--- src/rtl/imem_loader.sv ---
// imem_loader: boot-time loader that writes a framed UART byte stream into
// the instruction RAM. It holds the CPU in reset until a complete image has
// been written and its checksum matches.
//
// state  | meaning
// -------+--------------------------------------------------------------
// IDLE   | waiting for the sync byte; every other byte is ignored
// CNT_HI | next byte is the high byte of the word count
// CNT_LO | next byte is the low byte of the word count
// DATA   | assembling big-endian words and writing each completed word
// CSUM   | next byte must equal the XOR of all data bytes
// DONE   | image verified; the CPU is released
// ERR    | last frame failed; the CPU is held until the next sync byte
module imem_loader #(
   parameter int          DEPTH_WORDS    = 256,
   parameter logic [7:0]  SYNC_BYTE      = 8'hA5,
   parameter int          TIMEOUT_CYCLES = 1000000
) (
   input  logic        clk,
   input  logic        reset,
   input  logic [7:0]  rx_data,
   input  logic        rx_valid,
   output logic        imem_we,
   output logic [31:0] imem_addr,
   output logic [31:0] imem_wdata,
   output logic        cpu_hold,
   output logic        done,
   output logic        error
);

   localparam int TW = $clog2(TIMEOUT_CYCLES + 1);

   typedef enum logic [2:0] {
      S_IDLE, S_CNT_HI, S_CNT_LO, S_DATA, S_CSUM, S_DONE, S_ERR
   } state_t;

   state_t        state_q, state_d;
   logic [15:0]   cnt_q, cnt_d;
   logic [15:0]   word_idx_q, word_idx_d;
   logic [1:0]    byte_idx_q, byte_idx_d;
   logic [7:0]    csum_q, csum_d;
   logic [23:0]   asm_q, asm_d;
   logic [TW-1:0] idle_cnt_q, idle_cnt_d;
   logic          we_q, we_d;
   logic [31:0]   addr_q, addr_d;
   logic [31:0]   wdata_q, wdata_d;
   logic          hold_q, hold_d;
   logic          done_q, done_d;
   logic          err_q, err_d;

   logic          timed;
   logic [15:0]   n_new;
   logic [15:0]   word_idx_inc;

   // Next-state, datapath and registered-output computation.
   always_comb begin
      state_d      = state_q;
      cnt_d        = cnt_q;
      word_idx_d   = word_idx_q;
      byte_idx_d   = byte_idx_q;
      csum_d       = csum_q;
      asm_d        = asm_q;
      idle_cnt_d   = idle_cnt_q;
      we_d         = 1'b0;
      addr_d       = addr_q;
      wdata_d      = wdata_q;
      n_new        = {cnt_q[15:8], rx_data};
      word_idx_inc = word_idx_q + 16'd1;
      timed        = (state_q == S_CNT_HI) || (state_q == S_CNT_LO) ||
                     (state_q == S_DATA)   || (state_q == S_CSUM);

      if (rx_valid) begin
         case (state_q)
            S_IDLE, S_DONE, S_ERR: begin
               if (rx_data == SYNC_BYTE) state_d = S_CNT_HI;
            end
            S_CNT_HI: begin
               cnt_d   = {rx_data, 8'h00};
               state_d = S_CNT_LO;
            end
            S_CNT_LO: begin
               cnt_d      = n_new;
               word_idx_d = '0;
               byte_idx_d = '0;
               csum_d     = '0;
               if (n_new > 16'(DEPTH_WORDS)) state_d = S_ERR;
               else if (n_new == 16'd0)      state_d = S_CSUM;
               else                          state_d = S_DATA;
            end
            S_DATA: begin
               csum_d     = csum_q ^ rx_data;
               asm_d      = {asm_q[15:0], rx_data};
               byte_idx_d = byte_idx_q + 2'd1;
               if (byte_idx_q == 2'd3) begin
                  we_d       = 1'b1;
                  addr_d     = {14'd0, word_idx_q, 2'b00};
                  wdata_d    = {asm_q, rx_data};
                  word_idx_d = word_idx_inc;
                  if (word_idx_inc == cnt_q) state_d = S_CSUM;
               end
            end
            S_CSUM: begin
               state_d = (rx_data == csum_q) ? S_DONE : S_ERR;
            end
            default: state_d = S_IDLE;
         endcase
      end else if (timed) begin
         // The edge that would bring the idle count to TIMEOUT_CYCLES aborts.
         if (idle_cnt_q == TW'(TIMEOUT_CYCLES - 1)) state_d = S_ERR;
         else idle_cnt_d = idle_cnt_q + 1'b1;
      end

      if (rx_valid || (state_d != state_q) || !timed) idle_cnt_d = '0;

      hold_d = (state_d != S_DONE);
      done_d = (state_d == S_DONE);
      err_d  = (state_d == S_ERR);
   end

   // State and output registers with synchronous reset.
   always_ff @(posedge clk) begin
      if (reset) begin
         state_q    <= S_IDLE;
         cnt_q      <= '0;
         word_idx_q <= '0;
         byte_idx_q <= '0;
         csum_q     <= '0;
         asm_q      <= '0;
         idle_cnt_q <= '0;
         we_q       <= 1'b0;
         addr_q     <= '0;
         wdata_q    <= '0;
         hold_q     <= 1'b1;
         done_q     <= 1'b0;
         err_q      <= 1'b0;
      end else begin
         state_q    <= state_d;
         cnt_q      <= cnt_d;
         word_idx_q <= word_idx_d;
         byte_idx_q <= byte_idx_d;
         csum_q     <= csum_d;
         asm_q      <= asm_d;
         idle_cnt_q <= idle_cnt_d;
         we_q       <= we_d;
         addr_q     <= addr_d;
         wdata_q    <= wdata_d;
         hold_q     <= hold_d;
         done_q     <= done_d;
         err_q      <= err_d;
      end
   end

   assign imem_we    = we_q;
   assign imem_addr  = addr_q;
   assign imem_wdata = wdata_q;
   assign cpu_hold   = hold_q;
   assign done       = done_q;
   assign error      = err_q;

endmodule

--- config.mk ---
export PLATFORM = sky130hd
export DESIGN_NAME = imem_loader
export DESIGN_NICKNAME = d
export VERILOG_FILES = /design/src/rtl/imem_loader.sv
export SDC_FILE = /design/constraint.sdc
export NUM_CORES = 1
export LEC_CHECK = 0
export CORE_ASPECT_RATIO = 0.6
export CORE_MARGIN = 10
export CORE_UTILIZATION = 28
export CTS_CLUSTER_DIAMETER = 100
export DETAILED_ROUTE_END_ITERATION = 7
export DONT_BUFFER_PORTS = 1
export SLEW_MARGIN = 20
export SYNTH_ARGS = -nofsm -noshare
export SYNTH_HDL_FRONTEND = slang
export SYNTH_SLANG_ARGS = --single-unit
--- constraint.sdc ---
create_clock -name clk -period 4.7 [get_ports clk]
set_input_delay 1.41 -clock clk [delete_from_list [all_inputs] [get_ports clk]]
set_output_delay 1.41 -clock clk [all_outputs]
set_load 0.05 [all_outputs]
# [After elaboration in Yosys (flattened, before gate mapping)]
# Cells that the tools add are included.
[classes] order_cmp=1 muxes=16 addsub=3 eq_ne=16 reduce_logical=20 bitwise_logic=5
[ops] operator="16-bit one-hot mux with 2 select lines" count=2
[ops] operator="3-bit 2-to-1 mux" count=8
[ops] operator="20-bit by 1-bit adder with 20-bit output, second input constant" count=1
[ops] operator="20-bit equality test, second input constant" count=1
[ops] operator="16-bit by 1-bit adder with 16-bit output, second input constant" count=1
[ops] operator="16-bit equality test" count=1
[ops] operator="16-bit by 9-bit > comparator with 1-bit output, second input constant" count=1
[ops] operator="16-bit logical NOT" count=1
[ops] operator="16-bit 2-to-1 mux" count=1
[ops] operator="8-bit one-hot mux with 2 select lines" count=1
[ops] operator="3-bit equality test, second input constant" count=5
[ops] operator="3-bit one-hot mux with 5 select lines" count=1
[ops] operator="3-bit AND reduction" count=4
[ops] operator="8-bit equality test" count=1
[ops] operator="8-bit equality test, second input constant" count=1
[ops] operator="8-bit bitwise XOR" count=1
[ops] operator="3-bit by 2-bit equality test with 1-bit output, second input constant" count=2
[ops] operator="2-bit AND reduction" count=3
[ops] operator="3-bit OR reduction" count=2
[ops] operator="1-bit logical OR" count=5
[ops] operator="1-bit NOT" count=4
[ops] operator="2-bit one-hot mux with 2 select lines" count=1
[ops] operator="2-bit nonzero test" count=2
[ops] operator="3-bit by 1-bit equality test with 1-bit output, second input constant" count=1
[ops] operator="other kinds (10)" count=10
[word_totals] register_bits=141 input_bits=11 wordCells=75

# [Depth between registers and ports, before layout]
[depth] depth_word=10 ltp_mapped=10 ltp_nobuf=8

# [Worst setup path after synthesis]
# OpenSTA, ideal clock, no wires.
[synth_path] kind="input port to flip-flop" start="in rx_data[5]" end="reg done_q (netlist: done)" setup_ps=115 path_stages=8 path_buffers=1 path_slack_ps=1356 t_arrival_ps=3229 path_cell_list="buf_2 -> or4_1 -> or3_4 -> and4_1 -> o21ai_1 -> nand3_1 -> mux2_2 -> and3_1"
[synth_between] elab_chain_cells=6 word_cells_on_any_way=11
[synth_lines] element="start, declared" line_no="21" text="input logic [7:0] rx_data,"
[synth_lines] element="branches (longest 3 deep; another with 16-bit by 9-bit > comparator with 1-bit output)"
[synth_lines] element="3-bit one-hot mux with 5 select lines (*)" line_no="73" text="case (state_q)"
[synth_lines] element="3-bit 2-to-1 mux (*)" line_no="72" text="if (rx_valid) begin"
[synth_lines] element="3-bit equality test (*)" line_no="116" text="done_d = (state_d == S_DONE);"
[synth_lines] element="end signal, assigned" line_no="148" text="done_q <= done_d;"
[synth_lines] element="end, declared" line_no="48" text="logic done_q, done_d;"
# Mark *: on every way between the ends.
# A chain may end at the register's enable or synchronous reset.

# [Final worst setup path]
[layout_path] start="reg word_idx_q[0]" end="reg hold_q (netlist: cpu_hold)"
[layout_between] elab_chain_cells=7
[layout_lines] element="start, declared" line_no="39" text="logic [15:0] word_idx_q, word_idx_d;"
[layout_lines] element="start signal, assigned" line_no="139" text="word_idx_q <= word_idx_d;"
[layout_lines] element="16-bit by 1-bit adder with 16-bit output" line_no="68" text="word_idx_inc = word_idx_q + 16'd1;"
[layout_lines] element="16-bit equality test" line_no="99" text="if (word_idx_inc == cnt_q) state_d = S_CSUM;"
[layout_lines] element="3-bit 2-to-1 mux" line_no="99"
[layout_lines] element="3-bit 2-to-1 mux" line_no="94" text="if (byte_idx_q == 2'd3) begin"
[layout_lines] element="3-bit one-hot mux with 5 select lines" line_no="73"
[layout_lines] element="3-bit 2-to-1 mux" line_no="72"
[layout_lines] element="3-bit inequality test" line_no="115" text="hold_d = (state_d != S_DONE);"
[layout_lines] element="end signal, assigned" line_no="147" text="hold_q <= hold_d;"
[layout_lines] element="end, declared" line_no="47" text="logic hold_q, hold_d;"
# Every way passes these cells.

==> flow_summary.rst <==
.. list-table::
   :header-rows: 1

   * - Metric
     - Value
   * - Clk Latency, worst-skew pair
     - 0.43 ns
   * - Async S/R FF share, synth
     - 0%
   * - Series of cell instances along the critical path
     - ha_1, nand4_2, nor4_1, xnor2_1, nor4_1, nand4_1, a21oi_2, nand3_1
   * - Data arrival at the endpoint of the critical path
     - 3.30 ns
   * - Rows
     - 42
   * - Placeable core region
     - approximately 22,000 um2
   * - DR DRC count
     - 0
   * - Cts bufs inserted
     - 17
   * - Die Y
     - 136 um
   * - Syn_area_per_cell
     - 7.80 um2
   * - Number of iterations in the first detailed-routing pass
     - 5
   * - Max-Cap Viols
     - 0
   * - Most common cell after layout, fill and taps aside
     - sky130_fd_sc_hd__nand2_1
   * - Count of cells resized by post-cts repair
     - 0
   * - Type of element launching the critical path
     - flop
   * - GRT Util Overall
     - 11.3%
   * - Maximum number of pins on one net before global-route repair
     - 120
   * - Outcome
     - finished clean
   * - Peak supply drop
     - 0.000258 V
   * - Initial core utilization
     - 28.4%
   * - Portion of the clock cycle consumed by the worst path in the final layout
     - 64.6%
   * - Setup-violating endpoint count in the final report
     - 0
   * - Ratio of routed vias to standard cells
     - just under 5
   * - Area of the die
     - between 20,000 and 30,000 um2
   * - Pwr Density
     - 388 nW/um2
   * - Crit path capture type
     - flop
   * - Class of the most critical hold timing path
     - flop to flop
   * - Worst hold margin
     - 0.450 ns
   * - Placed cell count
     - 1,035
   * - Number of instances in the synthesized netlist
     - 800
   * - Critical path start-end classification
     - flop to flop
   * - Most numerous cell on the critical path
     - sky130_fd_sc_hd__nor4_1
   * - Top routing layer in use
     - met4
   * - Combinational family with the most area after synthesis
     - simple AND/OR/NAND/NOR gates
   * - Leakage
     - 2.27 nW
   * - Unique cell type count in the Yosys netlist
     - 54
   * - Count of pins over their slew limit
     - 0
   * - Number of enable flip-flop cells after synthesis
     - 0
   * - Post-route minimum period
     - 3.04 ns
   * - H-tree depth reported by CTS
     - 4
   * - Most used flip-flop cell after synthesis
     - sky130_fd_sc_hd__dfxtp_1
   * - Hold_sp
     - asm_q[22]
   * - Commonest non-fill, non-tap cells in the layout
     - sky130_fd_sc_hd__nand2_1 (191), sky130_fd_sc_hd__dfxtp_1 (141), sky130_fd_sc_hd__a21oi_1 (115)
   * - Antenna Violating Nets Remaining
     - 0
   * - Clk_skew
     - ~0.007 ns
   * - Area fraction in and, or, nand and nor cells after synthesis
     - 26.0%
   * - Pwr Total
     - 2.70 mW
   * - Diodes inserted
     - 0
   * - RSZ-0062 raised after global routing
     - false
   * - Die boundary width
     - 213 um
   * - Critical register-to-register path startpoint
     - word_idx_q[0]
   * - Finished Layout Cells
     - 1,067
   * - Quantity of hold-fixing buffers added after cts
     - 0
   * - Number of nets at the end of the flow
     - 782
   * - Share of the synthesized netlist area taken by xor and xnor gates
     - 6.60%
   * - Post-synthesis instance area
     - 6240 um2
   * - Total vias in the final route
     - 5,225
   * - Total count of hold-check failures in the final report
     - 0
   * - Sequential cell area fraction in the yosys report
     - approximately 45%
   * - Critical path fanouts, max
     - 8
   * - Final RePlAce weighted congestion
     - 0.853
   * - Maximum root-to-sink buffer count
     - 2
   * - Met3 wire len
     - 1390 um
   * - Total clock sinks
     - 141
   * - First-pass GRT wire length
     - 26,000 um
   * - Clock slew seen by the registers of the worst setup and hold paths
     - 0.07 ns
   * - Capturing point of the worst reg2reg path
     - cpu_hold
   * - Top cell family by delay on the critical path
     - simple AND/OR/NAND/NOR gates
   * - Synth Area in Compound Gates
     - between 15 and 20%
   * - Initial detailed-routing violation count
     - 616
   * - Share of synthesized area spent on multiplexers
     - 0.341%
   * - Number of global-route vias before repair
     - between 4,000 and 5,000
   * - Root buffer cell
     - sky130_fd_sc_hd__clkbuf_16
   * - Total of warnings raised by yosys
     - 0
   * - Hold Path Depth
     - 2
   * - Least-Margin Pin Slew
     - 0.958 ns
   * - Number of buffers inserted to repair setup after CTS
     - 0
   * - Crit path max-delay cell type
     - sky130_fd_sc_hd__nor4_1
   * - Final design instance area without fill
     - between 6000 and 7000 um2
   * - Sum of negative setup slack
     - 0 ns
   * - Placement Cell Area
     - 6350 um2
   * - Peak clock frequency supported by timing
     - 329 MHz
   * - Yosys reg bits
     - 141
   * - Reg-to-reg setup timing slack
     - between 1.5 and 2 ns
   * - Port-buffer cells
     - 0
   * - Antenna violations before repair
     - 0
   * - End point of the most critical hold path
     - imem_wdata[30]
   * - Area added between synthesis and finish
     - 11.5%
   * - DP HPWL
     - 11,200 um
   * - Total Routed Length
     - 16,500 um
   * - Worst Path Required
     - 4.96 ns
   * - Met2 WL
     - between 6000 and 7000 um
   * - Depth of the worst register-to-register path
     - 8
   * - Total routed wire length on the met1 layer
     - ~8200 um
   * - Number of I/O pins
     - slightly below 80
   * - Relative slew slack
     - a little over a third
   * - Adder-cell share of the synthesized area
     - 0.601%
   * - Delay of the slowest critical-path stage
     - 0.54 ns
   * - CTS tree
     - yes
   * - Average wire per standard cell
     - 15.5 um
   * - Buffer and inverter count on the worst path
     - 0
   * - Total gr overflow
     - 0
   * - Proportion of layout cells with a drive suffix above 1
     - 6.79%
[tightest hold or removal path, cell delays in order, from the launching register on]
cell and delay, ns:
sky130_fd_sc_hd__dfxtp_1 0.31, sky130_fd_sc_hd__nand2_1 0.05, sky130_fd_sc_hd__a21oi_1 0.05
[kinds of logic (layout without fill, tap and decap cells)]
kind of cell	Yosys count	in the layout
AO/OA/AOI/OAI	171	171
XOR/XNOR	47	47
adder cells (fa/ha/maj)	3	3
buffers and inverters	80	46
flip-flops	141	141
multiplexers	2	2
other	1	16
AND/OR/NAND/NOR	355	355
[stage by stage]
step | utilization (%) | setup slack, ns
detailed placement | 28.9 | 1.34
global placement | 28.9 | 1.38
floorplan | - | 1.36
CTS | 31.7 | 1.67
finish | 31.7 | 1.66
global route | 31.7 | 1.43
[synthesized netlist by cell type, types with 2 or more instances]
master | instances | area share, %
sky130_fd_sc_hd__nor3_1 | 13 | 1.0
sky130_fd_sc_hd__nand4_1 | 7 | 0.70
sky130_fd_sc_hd__nor2_1 | 66 | 4.0
sky130_fd_sc_hd__and2_1 | 3 | 0.30
sky130_fd_sc_hd__o21ai_1 | 4 | 0.32
sky130_fd_sc_hd__xnor2_1 | 33 | 4.6
sky130_fd_sc_hd__xor2_1 | 14 | 2.0
sky130_fd_sc_hd__o311ai_0 | 3 | 0.42
sky130_fd_sc_hd__buf_1 | 4 | 0.24
sky130_fd_sc_hd__a22oi_1 | 4 | 0.48
sky130_fd_sc_hd__nor2b_1 | 5 | 0.50
sky130_fd_sc_hd__nand2_1 | 193 | 12
sky130_fd_sc_hd__inv_1 | 8 | 0.48
sky130_fd_sc_hd__a21oi_1 | 115 | 9.2
sky130_fd_sc_hd__o21a_1 | 3 | 0.36
sky130_fd_sc_hd__nor3b_1 | 4 | 0.48
sky130_fd_sc_hd__o311ai_1 | 2 | 0.28
sky130_fd_sc_hd__clkbuf_1 | 38 | 2.3
sky130_fd_sc_hd__buf_4 | 18 | 2.2
sky130_fd_sc_hd__a311oi_1 | 3 | 0.42
sky130_fd_sc_hd__or3_1 | 4 | 0.40
sky130_fd_sc_hd__a211oi_1 | 2 | 0.24
sky130_fd_sc_hd__and4_1 | 3 | 0.42
sky130_fd_sc_hd__ha_1 | 3 | 0.60
sky130_fd_sc_hd__buf_2 | 12 | 0.96
sky130_fd_sc_hd__or4_4 | 2 | 0.36
sky130_fd_sc_hd__o21ai_0 | 26 | 2.1
sky130_fd_sc_hd__and3_1 | 8 | 0.80
sky130_fd_sc_hd__nand4_4 | 2 | 0.68
sky130_fd_sc_hd__nor4_1 | 7 | 0.70
sky130_fd_sc_hd__dfxtp_1 | 141 | 45
sky130_fd_sc_hd__or4bb_1 | 2 | 0.36
sky130_fd_sc_hd__or4_1 | 4 | 0.48
sky130_fd_sc_hd__nand3_1 | 24 | 1.9
[layer usage]
layer / GRT usage (%) / vias to the layer above
li1: - / 2597
met1: 16.3 / 2470
met2: 15.0 / 143
met3: 4.00 / 15
met4: 3.59 / 0
met5: 0 / -
[state kept, by name, summed over array words and instances (netlist names)]
| register | flops |
|---|---|
| cpu_hold | 1 |
| idle_cnt_q | 20 |
| word_idx_q | 16 |
| imem_we | 1 |
| done | 1 |
| asm_q | 24 |
| csum_q | 8 |
| byte_idx_q | 2 |
| cnt_q | 16 |
| error | 1 |
| state_q | 3 |
| imem_addr | 16 |
| imem_wdata | 32 |
[where the power goes]
part / switching, mW / internal [mW]
Sequential: 0.0145 / 1.20
Combinational: 0.0686 / 0.0243
Clock: 0.592 / 0.802
[final cells by class]
| type | count | area, um2 |
|---|---|---|
| tap | 286 | 358 |
| inverter | 8 | 30.0 |
| timing repair buffer | 6 | 45.0 |
| clock inverter | 15 | 180 |
| multi-input combinational | 594 | 3100 |
| sequential | 141 | 2820 |
| clock buffer | 17 | 425 |
| fill | 2367 | 15000 |
[worst max-delay path by stage]
stage / start / to / slack (ns) / cells past startpoint
final: word_idx_q[0] / cpu_hold / 1.66 / 8
after global routing: word_idx_q[0] / cpu_hold / 1.43 / 8
after detailed placement: rx_data[4] / done / 1.34 / 7
after CTS: word_idx_q[0] / cpu_hold / 1.67 / 8
after global placement: rx_data[4] / done / 1.38 / 7
after floorplan: rx_data[5] / done / 1.36 / 8
Power figures use the tool's default switching activity.
